## config.mk

```make
export PLATFORM = sky130hd
export DESIGN_NAME = maxnet_sequencer
export DESIGN_NICKNAME = d
export VERILOG_FILES = /design/src/rtl/maxnet_sequencer.sv
export SDC_FILE = /design/constraint.sdc
export NUM_CORES = 1
export LEC_CHECK = 0
export ABC_AREA = 1
export ABC_CLOCK_PERIOD_IN_PS = 2750
export BUFFER_PORTS_ARGS = -buffer_cell sky130_fd_sc_hd__buf_2
export CORE_ASPECT_RATIO = 1.2
export CORE_UTILIZATION = 48
export CTS_CLUSTER_DIAMETER = 100
export DETAILED_ROUTE_END_ITERATION = 16
export HOLD_SLACK_MARGIN = 0.08
export PLACE_DENSITY = 0.86
export REMOVE_ABC_BUFFERS = 1
export SLEW_MARGIN = 20
export SYNTH_ARGS = -nofsm -noshare
export SYNTH_HDL_FRONTEND = slang
export SYNTH_SLANG_ARGS = --single-unit
```

## constraint.sdc

```tcl
create_clock -name clk -period 2.75 [get_ports clk]
set_clock_uncertainty 0.2 [all_clocks]
set_input_delay 0 -clock clk [delete_from_list [all_inputs] [get_ports clk]]
set_output_delay 0 -clock clk [all_outputs]
set_load 0.01 [all_outputs]
```

## src/rtl/maxnet_sequencer.sv

```systemverilog
// Control sequencer for a Maxnet competitive-inhibition datapath.
// It runs one shared update unit over every neuron in turn, then commits, until at most one neuron remains nonzero.
module maxnet_sequencer #(
  parameter  int N        = 4,
  parameter  int MAX_ITER = 15,
  parameter  int ITER_W   = 4,
  localparam int SEL_W    = (N > 1) ? $clog2(N) : 1
) (
  input  logic              clk,
  input  logic              rst,
  input  logic              start,
  input  logic [N-1:0]      nz,
  output logic              ld_x,
  output logic [SEL_W-1:0]  sel,
  output logic              calc_en,
  output logic              commit,
  output logic              busy,
  output logic              done,
  output logic [N-1:0]      winner,
  output logic              no_winner,
  output logic              timeout,
  output logic [ITER_W-1:0] iter_count
);

  typedef enum logic [2:0] {
    S_IDLE   = 3'd0,
    S_LOAD   = 3'd1,
    S_CHECK  = 3'd2,
    S_CALC   = 3'd3,
    S_COMMIT = 3'd4,
    S_DONE   = 3'd5
  } state_t;

  localparam logic [SEL_W-1:0]  SEL_LAST = SEL_W'(N - 1);
  localparam logic [ITER_W-1:0] ITER_CAP = ITER_W'(MAX_ITER);

  state_t              state_q, state_d;
  logic                start_q;
  logic [SEL_W-1:0]    sel_q, sel_d;
  logic [ITER_W-1:0]   iter_q, iter_d;
  logic [N-1:0]        winner_q, winner_d;
  logic                no_winner_q, no_winner_d;
  logic                timeout_q, timeout_d;

  logic                trigger;
  logic                at_most_one;
  logic                cap_hit;

  assign trigger     = start & ~start_q;
  // Clearing the lowest set bit leaves zero exactly when popcount(nz) <= 1.
  assign at_most_one = ((nz & (nz - N'(1))) == '0);
  assign cap_hit     = (iter_q == ITER_CAP);

  always_ff @(posedge clk or negedge rst) begin
    if (!rst) begin
      state_q     <= S_IDLE;
      start_q     <= 1'b0;
      sel_q       <= '0;
      iter_q      <= '0;
      winner_q    <= '0;
      no_winner_q <= 1'b0;
      timeout_q   <= 1'b0;
    end else begin
      state_q     <= state_d;
      start_q     <= start;
      sel_q       <= sel_d;
      iter_q      <= iter_d;
      winner_q    <= winner_d;
      no_winner_q <= no_winner_d;
      timeout_q   <= timeout_d;
    end
  end

  always_comb begin
    state_d = state_q;
    case (state_q)
      S_IDLE:   if (trigger) state_d = S_LOAD;
      S_LOAD:   state_d = S_CHECK;
      S_CHECK: begin
        if (at_most_one || cap_hit) state_d = S_DONE;
        else                        state_d = S_CALC;
      end
      S_CALC:   if (sel_q == SEL_LAST) state_d = S_COMMIT;
      S_COMMIT: state_d = S_CHECK;
      S_DONE:   state_d = S_IDLE;
      default:  state_d = S_IDLE;
    endcase
  end

  // Run registers: result fields clear on entry to LOAD, so they read 0 for the whole new run.
  always_comb begin
    sel_d       = sel_q;
    iter_d      = iter_q;
    winner_d    = winner_q;
    no_winner_d = no_winner_q;
    timeout_d   = timeout_q;
    case (state_q)
      S_IDLE: begin
        if (trigger) begin
          iter_d      = '0;
          winner_d    = '0;
          no_winner_d = 1'b0;
          timeout_d   = 1'b0;
        end
      end
      S_CHECK: begin
        if (at_most_one || cap_hit) begin
          winner_d    = nz;
          no_winner_d = (nz == '0);
          timeout_d   = ~at_most_one;
        end else begin
          sel_d = '0;
        end
      end
      S_CALC: begin
        if (sel_q != SEL_LAST) sel_d = sel_q + SEL_W'(1);
      end
      S_COMMIT: begin
        if (!cap_hit) iter_d = iter_q + ITER_W'(1);
      end
      default: ;
    endcase
  end

  always_comb begin
    ld_x    = 1'b0;
    calc_en = 1'b0;
    commit  = 1'b0;
    done    = 1'b0;
    busy    = 1'b1;
    case (state_q)
      S_IDLE:   busy    = 1'b0;
      S_LOAD:   ld_x    = 1'b1;
      S_CALC:   calc_en = 1'b1;
      S_COMMIT: commit  = 1'b1;
      S_DONE:   done    = 1'b1;
      default:  ;
    endcase
  end

  assign sel        = sel_q;
  assign iter_count = iter_q;
  assign winner     = winner_q;
  assign no_winner  = no_winner_q;
  assign timeout    = timeout_q;

endmodule

```

==> flow_metrics.env, run 1 <==
export IMPL_outcome="completed"
export IMPL_p_per_area_nw_per_um2=928
export IMPL_rr_worst_depth=5
export IMPL_cap_violations=0
export IMPL_row_count=16
export IMPL_cts_tree="done"
export IMPL_synthSimpleGateAreaFrac_pct=38.0
export IMPL_num_antenna_cells=0
export IMPL_ys_types=19
export IMPL_relSlewSlack_pct=51.6
export IMPL_synth_compound_area_share_pct=3.39
export IMPL_multi_input_area_sq_um=385
export IMPL_fin_crit_ns=1.58
export IMPL_syn_area_sq_um=850
export IMPL_critPathLaunchType="register"
export IMPL_synth_area_leaders="dfrtp_1 47%, nand2_1 15%, inv_1 7.1%, nand4_1 6.6%, nand3_1 6.5%"
export IMPL_synth_main_ff_cell="dfrtp_1"
export IMPL_drc=0
export IMPL_yosysSeqAreaShare_pct=47.1
export IMPL_synth_edf_count=0
export IMPL_start_util_pct=51.8
export IMPL_ir_drop_mv=0.465
export IMPL_fillers=132
export IMPL_drtAntennaViolNets=0
export IMPL_muxShareOfSynthArea_pct=0
export IMPL_hold_path_end="start_q"
export IMPL_stdcell_count=157
export IMPL_synth_xor_area_share_pct=1.03
export IMPL_insertion_delay_ns=0.30
export IMPL_final_max_slew_viol_count=0
export IMPL_min_path_cells=2
export IMPL_drive_above_1_share_pct=25.9
export IMPL_ys_ff_latch=16
export IMPL_io_buffers=23
export IMPL_area_delta_synth_final_pct=28.7
export IMPL_coreArea_sq_um=1640
export IMPL_internal_power_w=0.000567
export IMPL_power_leakage_nw=0.661
export IMPL_yosys_warnings=0
export IMPL_worstPathCellList="ha_1, nand3_1, nand2_1, nand4_1, nand2_1"
export IMPL_vias=829
export IMPL_postSynthAreaPerCell_sq_um=8.09
export IMPL_clk_transition_reported_paths_ns=0.10
export IMPL_yosys_top_cells_count="34 x nand2_1, 16 x dfrtp_1, 16 x inv_1"
export IMPL_rsz0062_at_grt="false"
export IMPL_fin_area_sq_um=1090
export IMPL_dpl_hpwl_um=1400
export IMPL_max_freq_mhz=634
export IMPL_crit_buf_inv=0
export IMPL_synth_cells=105
export IMPL_dpl_cell_area_sq_um=987
export IMPL_switchingPower_w=0.000447
export IMPL_clock_sinks=16
export IMPL_cts_buffers=3
export IMPL_track_usage_pct=23.7
export IMPL_worstHoldStart="start"
export IMPL_worstPathMaxFanout=5
export IMPL_timing_rr_start="iter_count[0]"
export IMPL_synth_top_area_share_pct=47.1
export IMPL_critPathKind="register to register"
export IMPL_antenna_found_initial=0
export IMPL_hold_violations=0
export IMPL_place_congestion=0.763
export IMPL_io_pins=24
export IMPL_critPathArrivalTime_ns=1.57
export IMPL_cp_end_kind="register"
export IMPL_die_x_um=40.4
export IMPL_final_setup_tns_ns=0
export IMPL_wl_per_cell_um=12.6
export IMPL_grt_pass1_wl_um=3000
export IMPL_p_sw_share_pct=44.1
export IMPL_die_h_um=48.1
export IMPL_grt_pass1_vias=706
export IMPL_nets=149
export IMPL_dp_cells=146
export IMPL_p_clk_share_pct=15.8
export IMPL_r2r_end="winner[2]"
export IMPL_async_flop_share_pct=100
export IMPL_root_buffer="clkbuf_4"
export IMPL_synth_top_family_by_area="simple AND/OR/NAND/NOR gates"
export IMPL_p_comb_share_pct=46.8
export IMPL_fin_crit_sh_pct=57.3
export IMPL_firstDrtPassIters=4
export IMPL_p_total_w=0.00101
export IMPL_wl_um=1980
export IMPL_synthAdderAreaFrac_pct=2.95
export IMPL_grt_overflow=0
export IMPL_die_area_sq_um=1940
export IMPL_yosysMostFrequentCell="nand2_1"
export IMPL_first_iter_violations=30
export IMPL_max_stage_delay_ns=0.43
export IMPL_worst_hold_path_type="primary input to register"
export IMPL_cpMostUsedCell="nand2_1"
export IMPL_h_tree_depth=1
export IMPL_r2r_slack_ns=1.17
export IMPL_crit_family="simple AND/OR/NAND/NOR gates"
export IMPL_cts_resized=0
export IMPL_synth_top_area_cell="dfrtp_1"
export IMPL_cp_required_ns=2.75
export IMPL_grt_max_degree=17
export IMPL_register_area_sq_um=400
export IMPL_vias_per_cell=5.28
export IMPL_clock_path_buffers=2
export IMPL_tightest_slew_ns=0.724
export IMPL_finalSetupViolations=0
export IMPL_seqPwrFrac_pct=37.4
export IMPL_cp_slowest_cell="dfrtp_1"
-- through the flow --
stage	hold slack [ns]	worst slack, ns	utilization [%]
CTS	0.183	1.18	66.6
detailed placement	-0.266	1.20	60.1
global placement	-0.271	1.25	60.1
floorplan	-0.496	1.31	-
global route	0.218	1.08	66.6
finish	0.184	1.17	66.6
-- state kept, by name, indices dropped and copies added (netlist names) --
register	count
iter_count	4
no_winner	1
timeout	1
state_q	3
sel	2
winner	4
start_q	1
-- power groups by stage --
stage	Sequential [W]	Clock, W	Combinational [W]
2_1_floorplan	0.000394	0	0.000302
3_3_place_gp	0.000378	0	0.000450
3_5_place_dp	0.000382	0	0.000468
4_1_cts	0.000377	0.000159	0.000477
5_1_grt	0.000393	0.000170	0.000537
6_report	0.000380	0.000160	0.000475
-- metal layers --
layer	global-route usage (%)	vias to the layer above	wire length, um
li1	-	406	-
met3	5.58	7	64
met2	37.1	20	1000
met1	30.1	396	855
met5	0	-	0
met4	12.0	0	63
-- cells in the final DEF, fill, tap and decap left out, types with 2 or more instances in the layout --
| master | Yosys | final |
|---|---|---|
| nand3_1 | 11 | 11 |
| inv_1 | 16 | 16 |
| dlygate4sd3_1 | 0 | 7 |
| nand2_1 | 34 | 34 |
| nand4_1 | 9 | 9 |
| nand2_2 | 2 | 2 |
| dfrtp_1 | 16 | 16 |
| ha_1 | 2 | 2 |
| clkbuf_4 | 0 | 3 |
| nor2_1 | 4 | 4 |
| buf_2 | 0 | 23 |
-- kinds of logic after synthesis --
family	Yosys count
compound gates	3
fa+ha+maj	2
buf+inv	17
xor+xnor	1
flops	16
simple gates	66
-- area by class of cell --
class                           count  area share, %
Tap cell                           18           2.06
Clock buffer                        4           3.32
Timing Repair Buffer               30           16.9
Inverter                           17           5.84
Sequential cell                    16           36.6
Multi-Input combinational cell     72           35.2
-- how the worst max path moves through the flow --
stage | slack (ns) | end | startpoint | cells past startpoint
after floorplan | 1.31 | timeout | iter_count[0] | 6
after global placement | 1.25 | winner[3] | iter_count[0] | 5
after detailed placement | 1.20 | winner[2] | iter_count[0] | 5
after CTS | 1.18 | winner[2] | iter_count[0] | 5
after global routing | 1.08 | winner[2] | iter_count[0] | 5
final | 1.17 | winner[2] | iter_count[0] | 5
-- what timing repair did --
action | in CTS | in global routing
hold buffers | 7 | 0
setup endpoints to repair | 0 | 0
buffers inserted | 0 | 0
endpoints found under the hold margin | 28 | 0
Note: power is estimated with default switching activity, not from simulation.
==> run 2: changes to the inputs <==
--- a/config.mk
+++ b/config.mk
@@ -6,14 +6,14 @@
 export NUM_CORES = 1
 export LEC_CHECK = 0
 export ABC_AREA = 1
-export ABC_CLOCK_PERIOD_IN_PS = 2750
+export ABC_CLOCK_PERIOD_IN_PS = 1350
 export BUFFER_PORTS_ARGS = -buffer_cell sky130_fd_sc_hd__buf_2
 export CORE_ASPECT_RATIO = 1.2
-export CORE_UTILIZATION = 48
+export CORE_UTILIZATION = 45
 export CTS_CLUSTER_DIAMETER = 100
 export DETAILED_ROUTE_END_ITERATION = 16
 export HOLD_SLACK_MARGIN = 0.08
-export PLACE_DENSITY = 0.86
+export PLACE_DENSITY = 0.85
 export REMOVE_ABC_BUFFERS = 1
 export SLEW_MARGIN = 20
 export SYNTH_ARGS = -nofsm -noshare
==> constraint.sdc (replaced) <==
create_clock -name clk -period 1.35 [get_ports clk]
set_clock_uncertainty 0.2 [all_clocks]
set_input_delay 0 -clock clk [delete_from_list [all_inputs] [get_ports clk]]
set_output_delay 0 -clock clk [all_outputs]
set_load 0.01 [all_outputs]
==> flow_metrics.env, run 2 (synthesis results as in run 1) <==
export IMPL_outcome="finished, violations left"
export IMPL_violations="setup timing"
export IMPL_critPathLaunchType="register"
export IMPL_drtAntennaViolNets=0
export IMPL_cp_end_kind="primary output"
export IMPL_nets=160
export IMPL_final_core_util_pct=73.5
export IMPL_hold_ws_ns=0.186
export IMPL_fin_crit_ns=1.43
export IMPL_layout_commonest_cell="nand2_1"
export IMPL_power_leakage_nw=0.720
export IMPL_fillers=122
export IMPL_cp_slowest_cell="dfrtp_1"
export IMPL_worstHoldStart="start"
export IMPL_drc=0
export IMPL_dpl_hpwl_um=1500
export IMPL_clk_transition_reported_paths_ns=0.09
export IMPL_timing_rr_start="state_q[2]"
export IMPL_vias=874
export IMPL_worst_hold_path_type="primary input to register"
export IMPL_area_delta_synth_final_pct=47.3
export IMPL_antenna_found_initial=0
export IMPL_stdcell_count=168
export IMPL_row_count=16
export IMPL_max_freq_mhz=698
export IMPL_place_congestion=0.838
export IMPL_cts_tree="done"
export IMPL_cts_buffers=3
export IMPL_grt_max_degree=17
export IMPL_cap_violations=0
export IMPL_worstPathMaxFanout=4
export IMPL_wl_um=2220
export IMPL_hold_violations=0
export IMPL_die_h_um=49.6
export IMPL_ir_drop_mv=1.30
export IMPL_p_per_area_nw_per_um2=1960
export IMPL_die_x_um=41.7
export IMPL_firstDrtPassIters=4
export IMPL_track_usage_pct=23.1
export IMPL_max_stage_delay_ns=0.42
export IMPL_cp_required_ns=1.15
export IMPL_die_area_sq_um=2070
export IMPL_critPathArrivalTime_ns=1.23
export IMPL_rsz0062_at_grt="true"
export IMPL_insertion_delay_ns=0.29
export IMPL_grt_pass1_vias=847
export IMPL_wl_per_cell_um=13.2
export IMPL_num_antenna_cells=0
export IMPL_dp_slack_ns=-0.162
export IMPL_final_setup_tns_ns=-0.564
export IMPL_io_pins=24
export IMPL_r2r_slack_ns=-0.05
export IMPL_critPathLaunch="state_q[2]"
export IMPL_fin_crit_sh_pct=106
export IMPL_start_util_pct=49.9
export IMPL_relSlewSlack_pct=75.3
export IMPL_mostFrequentLayoutCells="30 x nand2_1, 23 x buf_2, 14 x inv_1, 14 x dfrtp_1, 10 x buf_4"
export IMPL_clock_path_buffers=2
export IMPL_final_max_slew_viol_count=0
export IMPL_clock_sinks=16
export IMPL_fin_ws_ns=-0.0821
export IMPL_coreArea_sq_um=1700
export IMPL_io_buffers=23
export IMPL_root_buffer="clkbuf_4"
export IMPL_critPathKind="register to primary output"
export IMPL_finalSetupViolations=16
export IMPL_dp_cells=154
export IMPL_drive_above_1_share_pct=40.7
export IMPL_grt_overflow=0
export IMPL_grt_pass1_wl_um=3570
export IMPL_first_iter_violations=18
export IMPL_tightest_slew_ns=0.371
export IMPL_worstPathCellList="inv_2, nor3_4, buf_2"
export IMPL_h_tree_depth=1
export IMPL_vias_per_cell=5.20
==> run 2: cell types whose count changed in the layout (fill, tap and decap cells not counted), sizes merged <==
cell  change
buf      +11
==> run 2: worst paths after layout <==
| kind | to | depth (start not counted) |
|---|---|---|
| max | commit | 3 |
| min in group asynchronous | no_winner | 3 |
| min | start_q | 2 |
| max in group asynchronous | state_q[1] | 3 |
| min reg2reg | winner[2] | 2 |
| max reg2reg | winner[1] | 6 |
==> run 2: worst max-delay path, delay by kind of cell (launching register included) <==
kind	cells	cell delay [ns]
AND/OR/NAND/NOR	1	0.26
buffers and inverters	2	0.27
flip-flops	1	0.42
==> run 2: report_power, final <==
part           total, W  switching (W)  internal, W
clock          0.000320       0.000155     0.000164
sequential     0.000797       0.000167     0.000630
combinational   0.00133       0.000753     0.000580
==> run 2: cell type report <==
cell class | instances | area, sq um | area share, %
Multi-Input combinational cell | 72 | 452 | 36.1
Sequential cell | 16 | 403 | 32.2
Timing Repair Buffer | 41 | 272 | 21.7
Inverter | 17 | 66.3 | 5.30
Clock buffer | 4 | 36.3 | 2.90
Tap cell | 18 | 22.5 | 1.80
==> run 2: metrics by stage <==
step | area, sq um | power (W)
final | 1250 | 0.00245
after global placement | 1050 | 0.00182
after CTS | 1220 | 0.00239
after detailed placement | 1050 | 0.00188
after floorplan | 850 | 0.00142
after global routing | 1250 | 0.00262
==> run 2: timing repair <==
action                                  in CTS  in global routing
setup buffers                                3                  0
hold buffers                                 7                  0
resized for setup                           15                  6
endpoints found under the setup margin      19                 19
pin swaps                                    1                  9
gates cloned                                 0                  0
hold endpoints to repair                    28                  0
==> run 2: layer usage <==
metal | part of all wire (%) | global-route usage [%] | up-vias | routed length (um)
met5 | 0 | 0 | - | 0
met4 | 1.4 | 9.68 | 0 | 31
met3 | 3.5 | 2.56 | 4 | 78
met2 | 55 | 43.2 | 26 | 1220
met1 | 40 | 25.9 | 416 | 886
li1 | - | - | 428 | -
